**src/rtl/ex_seq_pkg.sv**
```systemverilog
// Shared opcode/group constants and state type for the EX-stage multi-cycle sequencer.
package ex_seq_pkg;

    localparam logic [7:0] OPC_GRP3    = 8'hF7;
    localparam logic [7:0] OPC_SHF_IMM = 8'hC1;
    localparam logic [7:0] OPC_SHF_1   = 8'hD1;
    localparam logic [7:0] OPC_SHF_CL  = 8'hD3;

    localparam logic [3:0] GRP_SHL  = 4'd4;
    localparam logic [3:0] GRP_SHR  = 4'd5;
    localparam logic [3:0] GRP_IMUL = 4'd5;

    typedef enum logic [1:0] {
        StIdle,
        StMul,
        StShift,
        StDone
    } ex_seq_state_t;

    function automatic logic is_shift_opc(input logic [7:0] opc);
        return (opc == OPC_SHF_IMM) || (opc == OPC_SHF_1) || (opc == OPC_SHF_CL);
    endfunction

endpackage

```
**src/rtl/mod_ex_mul_iter.sv**
```systemverilog
// Iterative sign-magnitude multiplier: one shift-add step per cycle, negate on the last step.
module mod_ex_mul_iter #(
    parameter int unsigned XLEN = 64
) (
    input  logic            clk,
    input  logic            reset_n,
    input  logic            clear,
    input  logic            start,
    input  logic [0:XLEN-1] a,
    input  logic [0:XLEN-1] b,
    output logic            busy,
    output logic            done,
    output logic [0:XLEN-1] prod_hi,
    output logic [0:XLEN-1] prod_lo
);

    localparam int unsigned CW = $clog2(XLEN);

    logic [0:2*XLEN-1] mcand_q;
    logic [0:2*XLEN-1] acc_q;
    logic [0:2*XLEN-1] acc_step;
    logic [0:2*XLEN-1] prod;
    logic [0:XLEN-1]   mplier_q;
    logic [0:XLEN-1]   abs_a;
    logic [0:XLEN-1]   abs_b;
    logic [CW-1:0]     cnt_q;
    logic              neg_q;
    logic              busy_q;

    // Two's-complement negation of 0x8000..0 yields 2^63 as an unsigned value, which is exact.
    always_comb begin
        abs_a    = a[0] ? (~a + 1'b1) : a;
        abs_b    = b[0] ? (~b + 1'b1) : b;
        acc_step = acc_q + (mplier_q[XLEN-1] ? mcand_q : '0);
        prod     = neg_q ? (~acc_step + 1'b1) : acc_step;
        prod_hi  = prod[0:XLEN-1];
        prod_lo  = prod[XLEN:2*XLEN-1];
        done     = busy_q && (cnt_q == '0);
        busy     = busy_q;
    end

    always_ff @(posedge clk) begin
        if (!reset_n) begin
            mcand_q  <= '0;
            acc_q    <= '0;
            mplier_q <= '0;
            cnt_q    <= '0;
            neg_q    <= 1'b0;
            busy_q   <= 1'b0;
        end else if (clear) begin
            busy_q <= 1'b0;
        end else if (start) begin
            mcand_q  <= {{XLEN{1'b0}}, abs_a};
            mplier_q <= abs_b;
            acc_q    <= '0;
            neg_q    <= a[0] ^ b[0];
            cnt_q    <= CW'(XLEN - 1);
            busy_q   <= 1'b1;
        end else if (busy_q) begin
            acc_q    <= acc_step;
            mcand_q  <= mcand_q << 1;
            mplier_q <= mplier_q >> 1;
            if (cnt_q == '0) begin
                busy_q <= 1'b0;
            end else begin
                cnt_q <= cnt_q - 1'b1;
            end
        end
    end

endmodule

```
**src/rtl/mod_ex_seq.sv**
```systemverilog
// EX-stage multi-cycle sequencer for IMUL and the SHL/SHR group, with valid/ready on both sides.
module mod_ex_seq
    import ex_seq_pkg::*;
#(
    parameter int unsigned XLEN  = 64,
    parameter int unsigned CNT_W = 6
) (
    input  logic            clk,
    input  logic            reset_n,
    input  logic            flush,
    input  logic            in_valid,
    output logic            in_ready,
    input  logic [7:0]      in_opcode,
    input  logic [3:0]      in_regbyte,
    input  logic [3:0]      in_rmbyte,
    input  logic [0:XLEN-1] in_a,
    input  logic [0:XLEN-1] in_b,
    input  logic [0:XLEN-1] in_imm,
    output logic            out_valid,
    input  logic            out_ready,
    output logic [0:XLEN-1] out_lo,
    output logic [0:XLEN-1] out_hi,
    output logic [3:0]      out_rmbyte,
    output logic [7:0]      out_opcode,
    output logic            out_cf,
    output logic            out_of,
    output logic            out_flags_we,
    output logic            out_err,
    output logic            busy
);

    ex_seq_state_t state_q, state_d;

    logic [0:XLEN-1]  out_lo_q, out_hi_q;
    logic [3:0]       out_rmbyte_q;
    logic [7:0]       out_opcode_q;
    logic             out_cf_q, out_of_q, out_flags_we_q, out_err_q;

    logic [0:XLEN-1]  shf_q, shf_next;
    logic             shf_bit;
    logic             shl_q, n_one_q, sign_q;
    logic [CNT_W-1:0] cnt_q;

    logic             accept, is_mul, is_shf, mul_start, mul_busy, mul_done, mul_ovf;
    logic [CNT_W-1:0] shf_n;
    logic [0:XLEN-1]  mul_hi, mul_lo;
    logic             unused_imm;

    assign unused_imm = ^in_imm[0:XLEN-CNT_W-1];

    always_comb begin
        is_mul = (in_opcode == OPC_GRP3) && (in_regbyte == GRP_IMUL);
        is_shf = is_shift_opc(in_opcode) && ((in_regbyte == GRP_SHL) || (in_regbyte == GRP_SHR));
        if (in_opcode == OPC_SHF_IMM) begin
            shf_n = in_imm[XLEN-CNT_W:XLEN-1];
        end else if (in_opcode == OPC_SHF_1) begin
            shf_n = CNT_W'(1);
        end else begin
            shf_n = in_b[XLEN-CNT_W:XLEN-1];
        end
        accept    = in_valid && (state_q == StIdle) && !flush;
        mul_start = accept && is_mul;
        shf_next  = shl_q ? (shf_q << 1) : (shf_q >> 1);
        shf_bit   = shl_q ? shf_q[0] : shf_q[XLEN-1];
        mul_ovf   = (mul_hi != {XLEN{mul_lo[0]}});
    end

    mod_ex_mul_iter #(
        .XLEN(XLEN)
    ) u_mul (
        .clk     (clk),
        .reset_n (reset_n),
        .clear   (flush),
        .start   (mul_start),
        .a       (in_a),
        .b       (in_b),
        .busy    (mul_busy),
        .done    (mul_done),
        .prod_hi (mul_hi),
        .prod_lo (mul_lo)
    );

    always_ff @(posedge clk) begin
        if (!reset_n) begin
            state_q <= StIdle;
        end else begin
            state_q <= state_d;
        end
    end

    always_comb begin
        state_d = state_q;
        case (state_q)
            StIdle: begin
                if (accept) begin
                    if (is_mul) begin
                        state_d = StMul;
                    end else if (is_shf && (shf_n != '0)) begin
                        state_d = StShift;
                    end else begin
                        state_d = StDone;
                    end
                end
            end
            StMul:   if (mul_done) state_d = StDone;
            StShift: if (cnt_q == '0) state_d = StDone;
            StDone:  if (out_ready) state_d = StIdle;
            default: state_d = StIdle;
        endcase
        // Flush wins over both accept and the output handshake.
        if (flush) begin
            state_d = StIdle;
        end
    end

    always_ff @(posedge clk) begin
        if (!reset_n) begin
            out_lo_q       <= '0;
            out_hi_q       <= '0;
            out_rmbyte_q   <= '0;
            out_opcode_q   <= '0;
            out_cf_q       <= 1'b0;
            out_of_q       <= 1'b0;
            out_flags_we_q <= 1'b0;
            out_err_q      <= 1'b0;
            shf_q          <= '0;
            shl_q          <= 1'b0;
            n_one_q        <= 1'b0;
            sign_q         <= 1'b0;
            cnt_q          <= '0;
        end else if (flush) begin
            out_flags_we_q <= 1'b0;
        end else begin
            case (state_q)
                StIdle: begin
                    if (accept) begin
                        out_opcode_q   <= in_opcode;
                        out_rmbyte_q   <= in_rmbyte;
                        out_lo_q       <= in_a;
                        out_hi_q       <= '0;
                        out_cf_q       <= 1'b0;
                        out_of_q       <= 1'b0;
                        out_flags_we_q <= 1'b0;
                        out_err_q      <= !is_mul && !is_shf;
                        shf_q          <= in_a;
                        shl_q          <= (in_regbyte == GRP_SHL);
                        n_one_q        <= (shf_n == CNT_W'(1));
                        sign_q         <= in_a[0];
                        cnt_q          <= shf_n - 1'b1;
                    end
                end
                StMul: begin
                    if (mul_done) begin
                        out_lo_q       <= mul_lo;
                        out_hi_q       <= mul_hi;
                        out_cf_q       <= mul_ovf;
                        out_of_q       <= mul_ovf;
                        out_flags_we_q <= 1'b1;
                    end
                end
                StShift: begin
                    shf_q <= shf_next;
                    cnt_q <= cnt_q - 1'b1;
                    if (cnt_q == '0) begin
                        out_lo_q       <= shf_next;
                        out_cf_q       <= shf_bit;
                        // OF is only architecturally defined for single-bit shifts.
                        out_of_q       <= n_one_q && (shl_q ? (shf_next[0] ^ shf_bit) : sign_q);
                        out_flags_we_q <= 1'b1;
                    end
                end
                StDone: begin
                    if (out_ready) begin
                        out_flags_we_q <= 1'b0;
                    end
                end
                default: ;
            endcase
        end
    end

    always_comb begin
        in_ready     = (state_q == StIdle);
        busy         = (state_q != StIdle);
        out_valid    = (state_q == StDone);
        out_lo       = out_lo_q;
        out_hi       = out_hi_q;
        out_rmbyte   = out_rmbyte_q;
        out_opcode   = out_opcode_q;
        out_cf       = out_cf_q;
        out_of       = out_of_q;
        out_flags_we = out_flags_we_q;
        out_err      = out_err_q;
    end

    logic unused_mul_busy;
    assign unused_mul_busy = mul_busy;

endmodule

```
**config.mk**
```make
export PLATFORM = sky130hd
export DESIGN_NAME = mod_ex_seq
export DESIGN_NICKNAME = d
export VERILOG_FILES = /design/src/rtl/ex_seq_pkg.sv /design/src/rtl/mod_ex_mul_iter.sv /design/src/rtl/mod_ex_seq.sv
export SDC_FILE = /design/constraint.sdc
export NUM_CORES = 2
export LEC_CHECK = 0
export ABC_AREA = 0
export BUFFER_PORTS_ARGS = -buffer_cell sky130_fd_sc_hd__buf_2
export CAP_MARGIN = 20
export CORE_MARGIN = 5
export CORE_UTILIZATION = 45
export CTS_CLUSTER_DIAMETER = 30
export DETAILED_ROUTE_END_ITERATION = 16
export GPL_TIMING_DRIVEN = 0
export PLACE_DENSITY = 0.69
export SYNTH_ARGS = -nofsm -noshare
export SYNTH_HDL_FRONTEND = slang
export SYNTH_SLANG_ARGS = --single-unit
```
**constraint.sdc**
```tcl
create_clock -name clk -period 15.06 [get_ports clk]
set_input_delay 2.259 -clock clk [delete_from_list [all_inputs] [get_ports clk]]
set_output_delay 2.259 -clock clk [all_outputs]
set_load 0.01 [all_outputs]
```
## Word level (Yosys, flattened, before mapping)

Cells that the tools add are included.

- Equal/unequal tests: 16
- Bitwise operators: 7
- Reductions and logical operators: 33
- Add/sub/neg operators: 7
- Mux-type cells: 48

Operators by type and width:

| cell | number |
|---|---|
| 2-to-1 mux 128 bit | 6 |
| 2-to-1 mux 64 bit | 10 |
| case mux 64 bit (2 select lines) | 2 |
| case mux 64 bit (3 select lines) | 1 |
| adder 128 x 1 -> 128 bit, second input constant | 1 |
| adder 128 bit | 1 |
| adder 64 x 1 -> 64 bit, second input constant | 2 |
| NOT 128 bit | 1 |
| NOT 64 bit | 2 |
| inequality test 64 bit | 1 |
| 2-to-1 mux 6 bit | 6 |
| equality test 8 bit, second input constant | 4 |
| subtractor 6 x 1 -> 6 bit, second input constant | 3 |
| 2-to-1 mux 1 bit | 13 |
| zero test 6 bit | 2 |
| case mux 6 bit (2 select lines) | 1 |
| 2-to-1 mux 2 bit | 5 |
| logical AND 1 bit | 9 |
| AND reduction 3 bit | 3 |
| equality test 4 x 3 -> 1 bit, second input constant | 2 |
| case mux 2 bit (4 select lines) | 1 |
| AND reduction 4 bit | 2 |
| nonzero test 2 bit | 4 |
| equality test 6 x 1 -> 1 bit, second input constant | 1 |
| 16 further kinds | 28 |

- Logic and storage cells: 131
- Output and inout bits: 147
- Flip-flop bits (word level): 547

## Depth between registers and ports, before layout

- Depth after elaboration: 9
- Depth in mapped cells: 27

## Hierarchy

From an unflattened synthesis, not the netlist that was laid out.

- Cells, all modules: 5649
- Area total of the unflattened synthesis: 42663.4 µm²

By module, submodules not included:

| module | area an instance (µm²) | cells each | seq. area each (µm²) | instances |
|---|---|---|---|---|
| mod_ex_mul_iter | 31166.1 | 4229 | 6566.3 | 1 |
| mod_ex_seq | 11497.3 | 1420 | 4384.2 | 1 |

## Worst setup path after synthesis

Ideal clock, no wire load.

- Kind: register to register
- Start point: register u_mul.mplier_q[63] in the netlist's numbering
- End point: register out_of_q, in the netlist out_of
- Clock period less this slack: 7.161 ns
- Arrival: 7.031 ns
- Slack: 7.899 ns
- Setup time: 0.131 ns
- Stages on the path, launching flop included: 28
- Buffers on the path: 5
- Path through: dfxtp_1 -> clkbuf_1 -> clkbuf_1 -> and2_1 -> ha_1 -> inv_1 -> fa_1 -> nor2b_4 -> o31ai_1 -> a2111oi_0 -> nor2_1 -> xnor2_1 -> or4b_4 -> or3_1 -> or4_1 -> clkbuf_1 -> or4_1 -> buf_2 -> or2_1 -> buf_2 -> o21ai_0 -> xnor2_1 -> nand4b_1 -> or4b_2 -> a22o_1 -> or4_1 -> o311ai_2 -> a31oi_1

- Longest elaborated chain between the ends: 8

Ends and longest elaborated chain:

| item | RTL line | text |
|---|---|---|
| start, declared | mod_ex_mul_iter.sv:23 | `logic [0:XLEN-1] mplier_q;` |
| start signal, assigned | mod_ex_mul_iter.sv:54 | `mplier_q <= abs_b;` |
| start signal, assigned | mod_ex_mul_iter.sv:62 | `mplier_q <= mplier_q >> 1;` |
| 2-to-1 mux 128 bit (*) | mod_ex_mul_iter.sv:34 | `acc_step = acc_q + (mplier_q[XLEN-1] ? mcand_q : '0);` |
| adder 128 bit (*) | mod_ex_mul_iter.sv:34 |  |
| NOT 128 bit | mod_ex_mul_iter.sv:35 | `prod = neg_q ? (~acc_step + 1'b1) : acc_step;` |
| adder 128 x 1 -> 128 bit | mod_ex_mul_iter.sv:35 |  |
| 2-to-1 mux 128 bit (*) | mod_ex_mul_iter.sv:35 |  |
| inequality test 64 bit (*) | mod_ex_seq.sv:65 | `mul_ovf = (mul_hi != {XLEN{mul_lo[0]}});` |
| 2-to-1 mux 1 bit (*) | mod_ex_seq.sv:153 | `if (mul_done) begin` |
| case mux 1 bit (3 select lines) (*) | mod_ex_seq.sv:134 | `case (state_q)` |
| end signal, assigned | mod_ex_seq.sv:157 | `out_of_q <= mul_ovf;` |
| end signal, assigned | mod_ex_seq.sv:168 | `out_of_q <= n_one_q && (shl_q ? (shf_next[0] ^ shf_bit) : sign_q);` |
| end, declared | mod_ex_seq.sv:37 | `logic out_cf_q, out_of_q, out_flags_we_q, out_err_q;` |

Mark *: on every way between the ends. The rest lies on a longest branch, timed or not. The select of a mux whose other input is x is not followed.
A chain may end at the register's enable or synchronous reset.

## Worst setup path in the final report

Same ends and word-level chain as after synthesis.

==> flow_metrics.env <==
export IMPL_result_of_the_run="complete, no violations"
export IMPL_holdPathStages=2
export IMPL_critical_path_arrival_ps=11080
export IMPL_drcViolationCount=0
export IMPL_grt_setup_unrepaired="no"
export IMPL_yosys_area_share_simple_pct=27.2
export IMPL_synthTopCellsByArea="dfxtp_1 26%, nand2_1 6.3%, o21ai_0 5.9%"
export IMPL_fin_setup_tns_ps=0
export IMPL_cts_buffers=139
export IMPL_cts_setup_buffers=0
export IMPL_worstMarginPinSlew_ps=1260
export IMPL_place_port_buffers=299
export IMPL_synth_top_cell_by_area="dfxtp_1"
export IMPL_post_synth_xor_area_fraction_pct=7.08
export IMPL_tritoncts="built"
export IMPL_irDropWorstVdd_mv=0.107
export IMPL_p_r_area_growth_vs_syn_pct=19.8
export IMPL_chipHeight_um=315
export IMPL_final_nets=6459
export IMPL_finalWorstSetupSlack_ps=4590
export IMPL_synth_seq_area_share_pct=26.2
export IMPL_syn_num_nets=5994
export IMPL_yosysUniqueCellTypes=99
export IMPL_post_cts_resized=0
export IMPL_min_path_type="reg -> reg"
export IMPL_grt_max_degree=17
export IMPL_clock_tree_root_cell="clkbuf_16"
export IMPL_cts_path_max_buffers=3
export IMPL_worst_path_dominant_cell_family="simple AND/OR/NAND/NOR gates"
export IMPL_post_route_min_period_ps=10470
export IMPL_worstReg2RegEnd="out_of$_SDFFE_PN0P_"
export IMPL_synth_yosys_warnings=0
export IMPL_place_detailed_hpwl_mm=160
export IMPL_holdPathEnd="out_hi[4]$_SDFFE_PN0P_"
export IMPL_gr_total_overflow=0
export IMPL_die_w_um=315
export IMPL_critPathRequiredTime_ps=15670
export IMPL_largest_family_of_logic_cells_by_synthesized_area="compound AO/OA/AOI/OAI gates"
export IMPL_post_synth_top_count_cell="nand2_1"
export IMPL_clk_insertion_delay_late_ps=760
export IMPL_drive_above_1_share_pct=10.7
export IMPL_place_gp_congestion=1.07
export IMPL_worstPathBufferInverterCount=5
export IMPL_critical_path_endpoint_type="flop"
export IMPL_wl_per_cell_um=26.5
export IMPL_cpPeakStageDelay_ps=1070
export IMPL_drt_pass1_iterations=7
export IMPL_regToRegStartpoint="u_mul.mplier_q[63]$_SDFFE_PN0P_"
export IMPL_placeableCoreArea_um2=91900
export IMPL_min_delay_start="out_hi[4]$_SDFFE_PN0P_"
export IMPL_placement_rows=111
export IMPL_synthesis_area_um2=41800
export IMPL_grt_pass1_vias=44500
export IMPL_detail_route_wirelength_mm=198
export IMPL_fin_util_pct=54.5
export IMPL_cts_clk_slew_worst_paths_ps=50
export IMPL_post_synth_mux_area_share_pct=1.95
export IMPL_synth_ff_latch_count=547
export IMPL_num_vias=47700
export IMPL_cts_hold_buf=0
export IMPL_fin_crit_sh_pct=69.5
export IMPL_antenna_found_initial=9
export IMPL_detail_route_antenna_nets=0
export IMPL_timing_final_hold_violations=0
export IMPL_ys_flop_type="dfxtp_1"
export IMPL_fin_total_pwr_w=0.00507
export IMPL_number_of_ports_placed_on_the_die_boundary=360
export IMPL_synthesis_instances=5638
export IMPL_synth_adder_area_share_pct=4.30
export IMPL_grt_usage_pct=37.9
export IMPL_first_pass_grt_wire_length_mm=286
export IMPL_placement_setup_worst_slack_ps=4970
export IMPL_synth_top_cells_by_count="699 x nand2_1, 547 x dfxtp_1, 489 x o21ai_0"
export IMPL_power_density_cell_area_nw_per_um2=101
export IMPL_r2r_slack_ps=4590
export IMPL_htree_num_levels=4
export IMPL_timing_final_setup_violations=0
export IMPL_synth_top_area_share_pct=26.2
export IMPL_compound_gate_fraction_of_synth_area_pct=29.0
export IMPL_criticalPathCategory="reg -> reg"
export IMPL_syn_area_per_cell_um2=7.42
export IMPL_clock_sinks=547
export IMPL_die_area_um2=99100
export IMPL_routed_via_density=6.39
export IMPL_timing_clock_skew_ps=41.3
export IMPL_slew_headroom_pct=15.2
export IMPL_drv_cap=0
export IMPL_hold_worst_slack_ps=461
export IMPL_drt_iter0_markers=5404
export IMPL_startpoint_type="flop"
export IMPL_synth_edf_count=0
export IMPL_floorplan_initialDensity_pct=45.5
export IMPL_timing_fmax_ghz=0.0955
export IMPL_max_fanout_on_critical_path=10
export IMPL_power_static_leakage_nw=18.5
export IMPL_ff2ff_path_depth=26
export IMPL_report_final_slew_viol_count=0
export IMPL_critical_path_slowest_cell="a2111oi_0"
export IMPL_ys_async_sr_fraction_pct=0
## flip-flops by register name (all words and copies together), names as in the netlist, 2 cells and up
name	flops
out_opcode	8
u_mul.mcand_q	128
out_rmbyte	4
state_q	2
shf_q	64
u_mul.acc_q	128
out_lo	64
u_mul.cnt_q	6
u_mul.mplier_q	64
out_hi	64
cnt_q	6
## layer usage
metal | share of wire (%) | wire length [um] | up-vias | GRT usage [%]
li1 | - | - | 21500 | -
met1 | 41 | 81500 | 23000 | 50.1
met2 | 43 | 85400 | 2699 | 59.0
met3 | 10 | 19900 | 499 | 7.77
met4 | 5.6 | 11200 | 2 | 18.3
met5 | 0.0056 | 11 | - | 0
## how the worst max path moves through the flow
stage,startpoint,endpoint,cells after the start
global placement,u_mul.mplier_q[63]$_SDFFE_PN0P_,out_of$_SDFFE_PN0P_,24
CTS,u_mul.mplier_q[63]$_SDFFE_PN0P_,out_of$_SDFFE_PN0P_,26
floorplan,u_mul.mplier_q[63]$_SDFFE_PN0P_,out_of$_SDFFE_PN0P_,27
detailed placement,u_mul.mplier_q[63]$_SDFFE_PN0P_,out_of$_SDFFE_PN0P_,26
global route,u_mul.mplier_q[63]$_SDFFE_PN0P_,out_cf$_SDFFE_PN0P_,26
finish,u_mul.mplier_q[63]$_SDFFE_PN0P_,out_of$_SDFFE_PN0P_,26
## worst min-delay path, cell delays in order (launching register included)
cell	delay, ps
dfxtp_1	300
nand2_1	50
a21boi_0	60
## cell usage in the layout, fill, tap and decap left out, drive strengths merged, types with 37 or more instances in the layout
cell / n
ha: 142
buf: 369
a21oi: 295
nor4: 49
nand4: 120
or3: 81
o41ai: 43
nand2: 699
dfxtp: 547
nor2: 308
a21boi: 196
a21o: 50
clkbuf: 544
o211ai: 121
xnor2: 156
clkinv: 43
nand3: 161
nor2b: 200
and2: 334
o31ai: 90
xor2: 182
a22oi: 220
or2: 37
inv: 64
nor3: 88
or4: 37
o21ai: 510
a221oi: 45
a211oi: 59
mux2i: 78
## final cells by class
type / count / area, um2
Inverter: 53 / 199
Buffer: 416 / 1600
Fill cell: 9008 / 41800
Clock inverter: 84 / 1110
Sequential cell: 547 / 11000
Tap cell: 1243 / 1560
Clock buffer: 173 / 3870
Antenna cell: 6 / 15.0
Multi-Input combinational cell: 4622 / 29100
Timing Repair Buffer: 324 / 1740
## kinds of logic after synthesis
group / count (synthesis)
and+or+nand+nor: 2227
AOI/OAI and AO/OA: 1833
DFF: 547
buffers and inverters: 469
xor gates and xnor gates: 338
adders and majority gates: 143
muxes: 81
## report_power, final
part	switching (W)	total (W)	leakage [nW]	internal, W
combinational	0.000276	0.000413	11.7	0.000137
clock	0.00103	0.00314	2.42	0.00211
sequential	0.0000277	0.00151	4.42	0.00149
total	0.00133	0.00507	18.5	0.00373
## through the flow
step / cell area (um2) / std cells
2_1_floorplan: 41800 / 5638
3_3_place_gp: 44900 / 7180
3_5_place_dp: 45100 / 7198
4_1_cts: 50000 / 7455
5_1_grt: 50100 / 7464
6_report: 50100 / 7468
(Power assumes the default switching activity.)
